## src/rtl/fetch_queue.sv

```systemverilog
// Instruction fetch stage: issues sequential fetch PCs to a 1-cycle-latency
// instruction memory, buffers {pc, instr} pairs in a DEPTH-entry FIFO and
// hands them to decode over valid/ready. A redirect flushes everything in
// flight and refetches from the (word-aligned) target. The first target
// entry reaches decode three cycles after the redirect cycle.
module fetch_queue #(
    parameter int unsigned DEPTH    = 4,
    parameter logic [31:0] RESET_PC = 32'h0000_0000
) (
    input  logic                         clk,
    input  logic                         rst,
    output logic [31:0]                  imem_pc,
    output logic                         imem_req,
    input  logic [31:0]                  imem_instr,
    input  logic                         imem_valid,
    input  logic                         redirect,
    input  logic [31:0]                  redirect_pc,
    output logic                         out_valid,
    input  logic                         out_ready,
    output logic [31:0]                  out_pc,
    output logic [31:0]                  out_instr,
    output logic [$clog2(DEPTH+1)-1:0]   count
);

    localparam int unsigned PW = $clog2(DEPTH);
    localparam int unsigned CW = $clog2(DEPTH + 1);

    logic [31:0]   fetch_pc;
    logic [31:0]   req_pc;
    logic          inflight;
    logic [PW-1:0] wptr;
    logic [PW-1:0] rptr;
    logic [31:0]   mem_pc    [DEPTH];
    logic [31:0]   mem_instr [DEPTH];
    logic          push;
    logic          pop;
    logic [CW:0]   credit;

    // Issue credit, handshake decode and head presentation
    always_comb begin
        credit    = (CW+1)'(count) + (CW+1)'(inflight);
        imem_pc   = fetch_pc;
        imem_req  = rst && !redirect && (credit < (CW+1)'(DEPTH))
                    && !(inflight && !imem_valid);
        out_valid = (count != '0);
        push      = inflight && imem_valid && !redirect;
        pop       = out_valid && out_ready && !redirect;
        out_pc    = out_valid ? mem_pc[rptr]    : '0;
        out_instr = out_valid ? mem_instr[rptr] : '0;
    end

    // FIFO storage; contents are don't-care while the slot is unoccupied
    always_ff @(posedge clk) begin
        if (push) begin
            mem_pc[wptr]    <= req_pc;
            mem_instr[wptr] <= imem_instr;
        end
    end

    // Fetch PC, in-flight tracking, FIFO pointers and occupancy
    always_ff @(posedge clk or negedge rst) begin
        if (!rst) begin
            fetch_pc <= RESET_PC;
            req_pc   <= '0;
            inflight <= 1'b0;
            wptr     <= '0;
            rptr     <= '0;
            count    <= '0;
        end else if (redirect) begin
            fetch_pc <= {redirect_pc[31:2], 2'b00};
            inflight <= 1'b0;
            wptr     <= '0;
            rptr     <= '0;
            count    <= '0;
        end else begin
            if (push)
                wptr <= wptr + PW'(1);
            if (pop)
                rptr <= rptr + PW'(1);
            if (push && !pop)
                count <= count + CW'(1);
            else if (pop && !push)
                count <= count - CW'(1);

            if (imem_req) begin
                req_pc   <= fetch_pc;
                inflight <= 1'b1;
                fetch_pc <= fetch_pc + 32'd4;
            end else begin
                inflight <= 1'b0;
                // Unserved request: rewind so the same PC is reissued
                if (inflight && !imem_valid)
                    fetch_pc <= req_pc;
            end
        end
    end

endmodule

```

## config.mk

```make
export PLATFORM = sky130hd
export DESIGN_NAME = fetch_queue
export DESIGN_NICKNAME = d
export VERILOG_FILES = /design/src/rtl/fetch_queue.sv
export SDC_FILE = /design/constraint.sdc
export NUM_CORES = 1
export LEC_CHECK = 0
export ABC_AREA = 1
export CAP_MARGIN = 20
export CORE_UTILIZATION = 58
export CTS_BUF_LIST = sky130_fd_sc_hd__clkbuf_4 sky130_fd_sc_hd__clkbuf_8
export DETAILED_ROUTE_END_ITERATION = 8
export PLACE_DENSITY = 0.82
export SYNTH_ARGS = -nofsm -noshare
export SYNTH_HDL_FRONTEND = slang
export SYNTH_SLANG_ARGS = --single-unit
```

## constraint.sdc

```tcl
create_clock -name clk -period 4.5 [get_ports clk]
set_input_delay 0.675 -clock clk [delete_from_list [all_inputs] [get_ports clk]]
set_output_delay 0.675 -clock clk [all_outputs]
set_load 0.05 [all_outputs]
```

# --- Word-level counts from Yosys, hierarchy flattened ---
# Memory sizes are Yosys's and may differ from the RTL's.
# Cells that the tools add are included.
word_totals:
  regBits: 72
  latchBits: 0
  mem_bits_rw: 256
  rom_bits: 0
  output_inout_bits: 101
  wordCells: 53
  memories: 2
op_classes:
  addsub: 6
  mul: 0
  div: 0
  n_lt_le_gt_ge: 1
  eq_ne: 0
  shifts: 0
  n_mux: 16
  n_bitwise: 1
  reduce_logical: 21
mem_list:
  columns: ["name", "words", "width", "rd", "rd_ports_with_merged_regs", "write_ports", "line", "source"]
  rows:
  - ["mem_instr", 4, 32, 1, 0, 1, "34", "logic [31:0] mem_instr [DEPTH];"]
  - ["mem_pc", 4, 32, 1, 0, 1, "33", "logic [31:0] mem_pc [DEPTH];"]
op_table:
  columns: ["cell", "n"]
  rows:
  - ["$mux 32", 5]
  - ["$add 32x3->32 const B", 1]
  - ["$logic_and 1x1->1", 10]
  - ["$mux 3", 3]
  - ["$reduce_bool 3->1", 3]
  - ["$mux 2", 4]
  - ["$logic_not 1->1", 5]
  - ["$add 2x1->2 const B", 2]
  - ["$add 3x1->4", 1]
  - ["$lt 4x3->1 const B", 1]
  - ["$mux 1", 4]
  - ["$reduce_bool 2->1", 2]
  - ["$add 3x1->3 const B", 1]
  - ["$sub 3x1->3 const B", 1]
  - ["$reduce_and 2->1", 1]
  - ["$not 1->1", 1]

# --- Logic depth before layout (Yosys ltp) ---
depth:
  word_depth: 7
  depth_mapped: 10

# --- Least setup slack after synthesis ---
# Ideal clock, no wire load.
synth_timing:
  path_kind: "in2reg"
  from: "input redirect"
  to: "memory mem_instr[0][0] (enable)"
  t_arrival_ns: 3.737
  required_time_ns: 4.013
  path_slack_ns: 0.276
  stages: 4
  n_path_buf: 1
  cell_sequence: "buf_2 > inv_4 > nand3_2 > nor2_1"
synth_via:
  elab_chain_cells: 4
synth_lines:
  columns: ["item", "line", "source"]
  rows:
  - ["start: declaration", "16", "input logic redirect,"]
  - ["$logic_not 1->1", "46", "push = inflight && imem_valid && !redirect;"]
  - ["$logic_and 1x1->1", "46", null]
  - ["$mux 1", "54", "if (push) begin"]
  - ["$mux 1 (implied by the code)", "56", "mem_instr[wptr] <= imem_instr;"]
  - ["end: declaration", "34", null]
# No other way between the ends.

# --- Worst setup path after layout ---
layout_timing:
  from: "register rptr[0]"
  to: "output out_pc[11]"
layout_via:
  elab_chain_cells: 2
layout_lines:
  columns: ["item", "line", "source"]
  rows:
  - ["start: declaration", "32", "logic [PW-1:0] rptr;"]
  - ["start signal: assignment", "79", "rptr <= rptr + PW'(1);"]
  - ["$mem_v2 4x32", null, null]
  - ["$mux 32", "48", "out_pc = out_valid ? mem_pc[rptr] : '0;"]
  - ["end: declaration", "20", "output logic [31:0] out_pc,"]
# No other way between the ends.

==> qor.txt <==
Starting Density -> 59.95%
Router iterations before antenna repair -> 6
Final worst hold slack -> 0.09130 ns
Htree depth -> 2
Layout Utilization -> 72.35%
Die area -> 25180 µm²
Worst-Margin Slew -> 0.8075 ns
Prevailing post-synth register cell -> edfxtp_1
Finish-stage setup viols -> 0
DR vias -> 10430
Leak -> 6.477 nW
Cells after Synth -> 1431
Fin. Hold Viols -> 0
CP max FO -> 60
Port Buffers -> 167
Crit Path Category -> reg -> out
DRC Markers -> 0
Global-route usage over all layers -> 26.03%
Commonest non-fill, non-tap cell in the layout -> nor2_1
Sequential area share after synthesis -> 66.64%
Maximum vdd drop -> 0.4085 mV
Die Span Y -> 158.7 µm
Unrepaired setup endpoints after global routing -> false
Initial antenna violation count -> 1
Worst-case clock buffer depth -> 3
Synthesis-to-finish area growth -> 20.68%
Per-cell routed wire length -> 16.64 µm
Fraction of registers with async set/reset -> 21.95%
Cells on worst reg2reg path -> 7
Vias in the first global route -> 9904
Avg Cell Area, Syn -> 9.951 µm²
Yosys reg bits -> 328
CTS clk-pin slew, worst paths -> 0.06 ns
Minimum clock period -> 3.999 ns
Clk sink count -> 328
Unique cell type count in the Yosys netlist -> 32
R2r setup slk -> 2.12 ns
Worst slew margin -> 46.17%
Hpwl dp -> 19810 µm
Hold Buf Count CTS -> 0
Post-Syn Area -> 14240 µm²
WL final -> 32450 µm
N_diodes -> 0
Setup Fix Bufs, Post-CTS -> 0
Post-synth EDFFs -> 256
CP Data Required Time -> 3.83 ns
Vias/cell -> 5.348
Worst r2r dst -> imem_pc[10]
Die W -> 158.7 µm
Yosys warns -> 0
Skew final -> 0.01616 ns
PwrDens -> 616.6 nW/µm²
Post-CTS sizing -> 0
Gpl congestion -> 0.8354
FF-to-FF Start -> inflight
Initial drt markers -> 717
Overall power -> 0.01060 W
Final TNS setup -> 0 ns
Final Cycle Share -> 88.86%
Category of the worst setup path capture point -> output pin
F_max -> 250.1 MHz
Area leader, netlist -> edfxtp_1
Final Max Tran Viols -> 0
Syn Nets -> 1506
Nets -> 1672
Worst-skew pair later-pin latency -> 0.56 ns
Worst EP arrival -> 3.32 ns
Top cells by area, synth -> edfxtp_1, dfrtp_1, nor2_1
Routed Antenna Nets -> 0
First-pass GRT wire length -> 49930 µm
Total gr overflow -> 0
Top-area cell type share of the netlist area -> 53.98%
Core Box Area -> 23750 µm²
Startpoint Class -> flip-flop
CTS tree -> done
Pin count of the biggest net entering global routing -> 65
Top Ports -> 170
Rows -> 56
Clk root buf -> clkbuf_8
Max cap viols -> 0
Final instance area -> 17190 µm²
Number of buffers created by CTS -> 49
Min-delay worst type -> in -> async
Placed Area -> 16220 µm²
Layout cells sized above 1 -> 7.664%
Outcome -> finished, final reports clean
Most frequent cells in the layout -> nor2_1, edfxtp_1, nand2_1
## sequential cells by signal, indices dropped and copies added, names as in the netlist
signal and flops:
imem_pc 32, mem_pc 128, rptr 2, mem_instr 128
count 3, req_pc 32, inflight 1, wptr 2
## cells in the mapped netlist, types with 2 or more instances
cell type  count
buf_4          2
nand2_2        3
or2_2          4
inv_1         76
nand3_1       48
clkbuf_1      29
o21ai_0      161
nor2_2         3
ha_1           5
buf_1         12
nand4_1        4
o21ai_1        5
nand2_1      196
nor2_1       417
buf_2         26
dfrtp_1       72
a21oi_1       67
or2_1         10
edfxtp_1     256
nor3_1        10
inv_2          4
xor2_1         3
o21bai_1       8
nand3_2        2
## logic make-up after synthesis
kind of cell,share of synthesized area (%)
AO/OA/AOI/OAI,8.716
flip-flops,66.64
AND/OR/NAND/NOR,19.52
adder cells (fa/ha/maj),0.5799
buffers and inverters,4.367
XOR/XNOR,0.1846
## routing by layer
metal / up-vias / track usage, % / wire length [µm]
li1: 5111 / - / -
met1: 4844 / 34.31 / 13420
met2: 411 / 42.90 / 15510
met3: 60 / 5.199 / 2740
met4: 2 / 9.799 / 765
met5: - / 0 / 13
## power by group
group / internal [W] / switching (W) / total [W] / leakage [nW]
registers: 0.00368 / 0.000413 / 0.00409 / 3.21
clock network: 0.00126 / 0.00108 / 0.00234 / 0.507
logic: 0.00128 / 0.00288 / 0.00416 / 2.76
total: 0.00622 / 0.00437 / 0.0106 / 6.48
## worst max-delay path by stage
stage,slack [ns],from,cells after the start,to
after global placement,1.15,rptr[0],5,out_instr[2]
after CTS,0.50,rptr[0],5,out_instr[9]
after floorplan,0.28,redirect,4,mem_instr[0][0]
after global routing,0.31,rptr[0],6,out_pc[0]
after detailed placement,1.12,rptr[0],5,out_instr[7]
final,0.50,rptr[0],6,out_pc[11]
## area by class of cell
cell class                 instances  area (µm²)
clock buffer                      70       844.6
tap                              319       399.1
sequential                       328        9494
timing repair buffer             186        1882
inverter                          81       307.8
fill                            1709        6568
clock inverter                    15       98.84
multi-input combinational        951        4159
## worst max-delay path, stage by stage, from the launching register on
cell and delay (ns):
dfrtp_4 0.71, buf_4 0.62, nor2_1 0.10, nor2_1 0.11, o21ai_0 0.09, a21oi_1 0.26, clkdlybuf4s50_1 0.86
## per-stage QoR
stage	std cells	setup WS, ns
final	1950	0.5015
after global routing	1950	0.3113
after CTS	1949	0.5018
after detailed placement	1864	1.118
after global placement	1864	1.145
after floorplan	1431	0.2763
No activity file was read; power rests on OpenSTA's default activity.
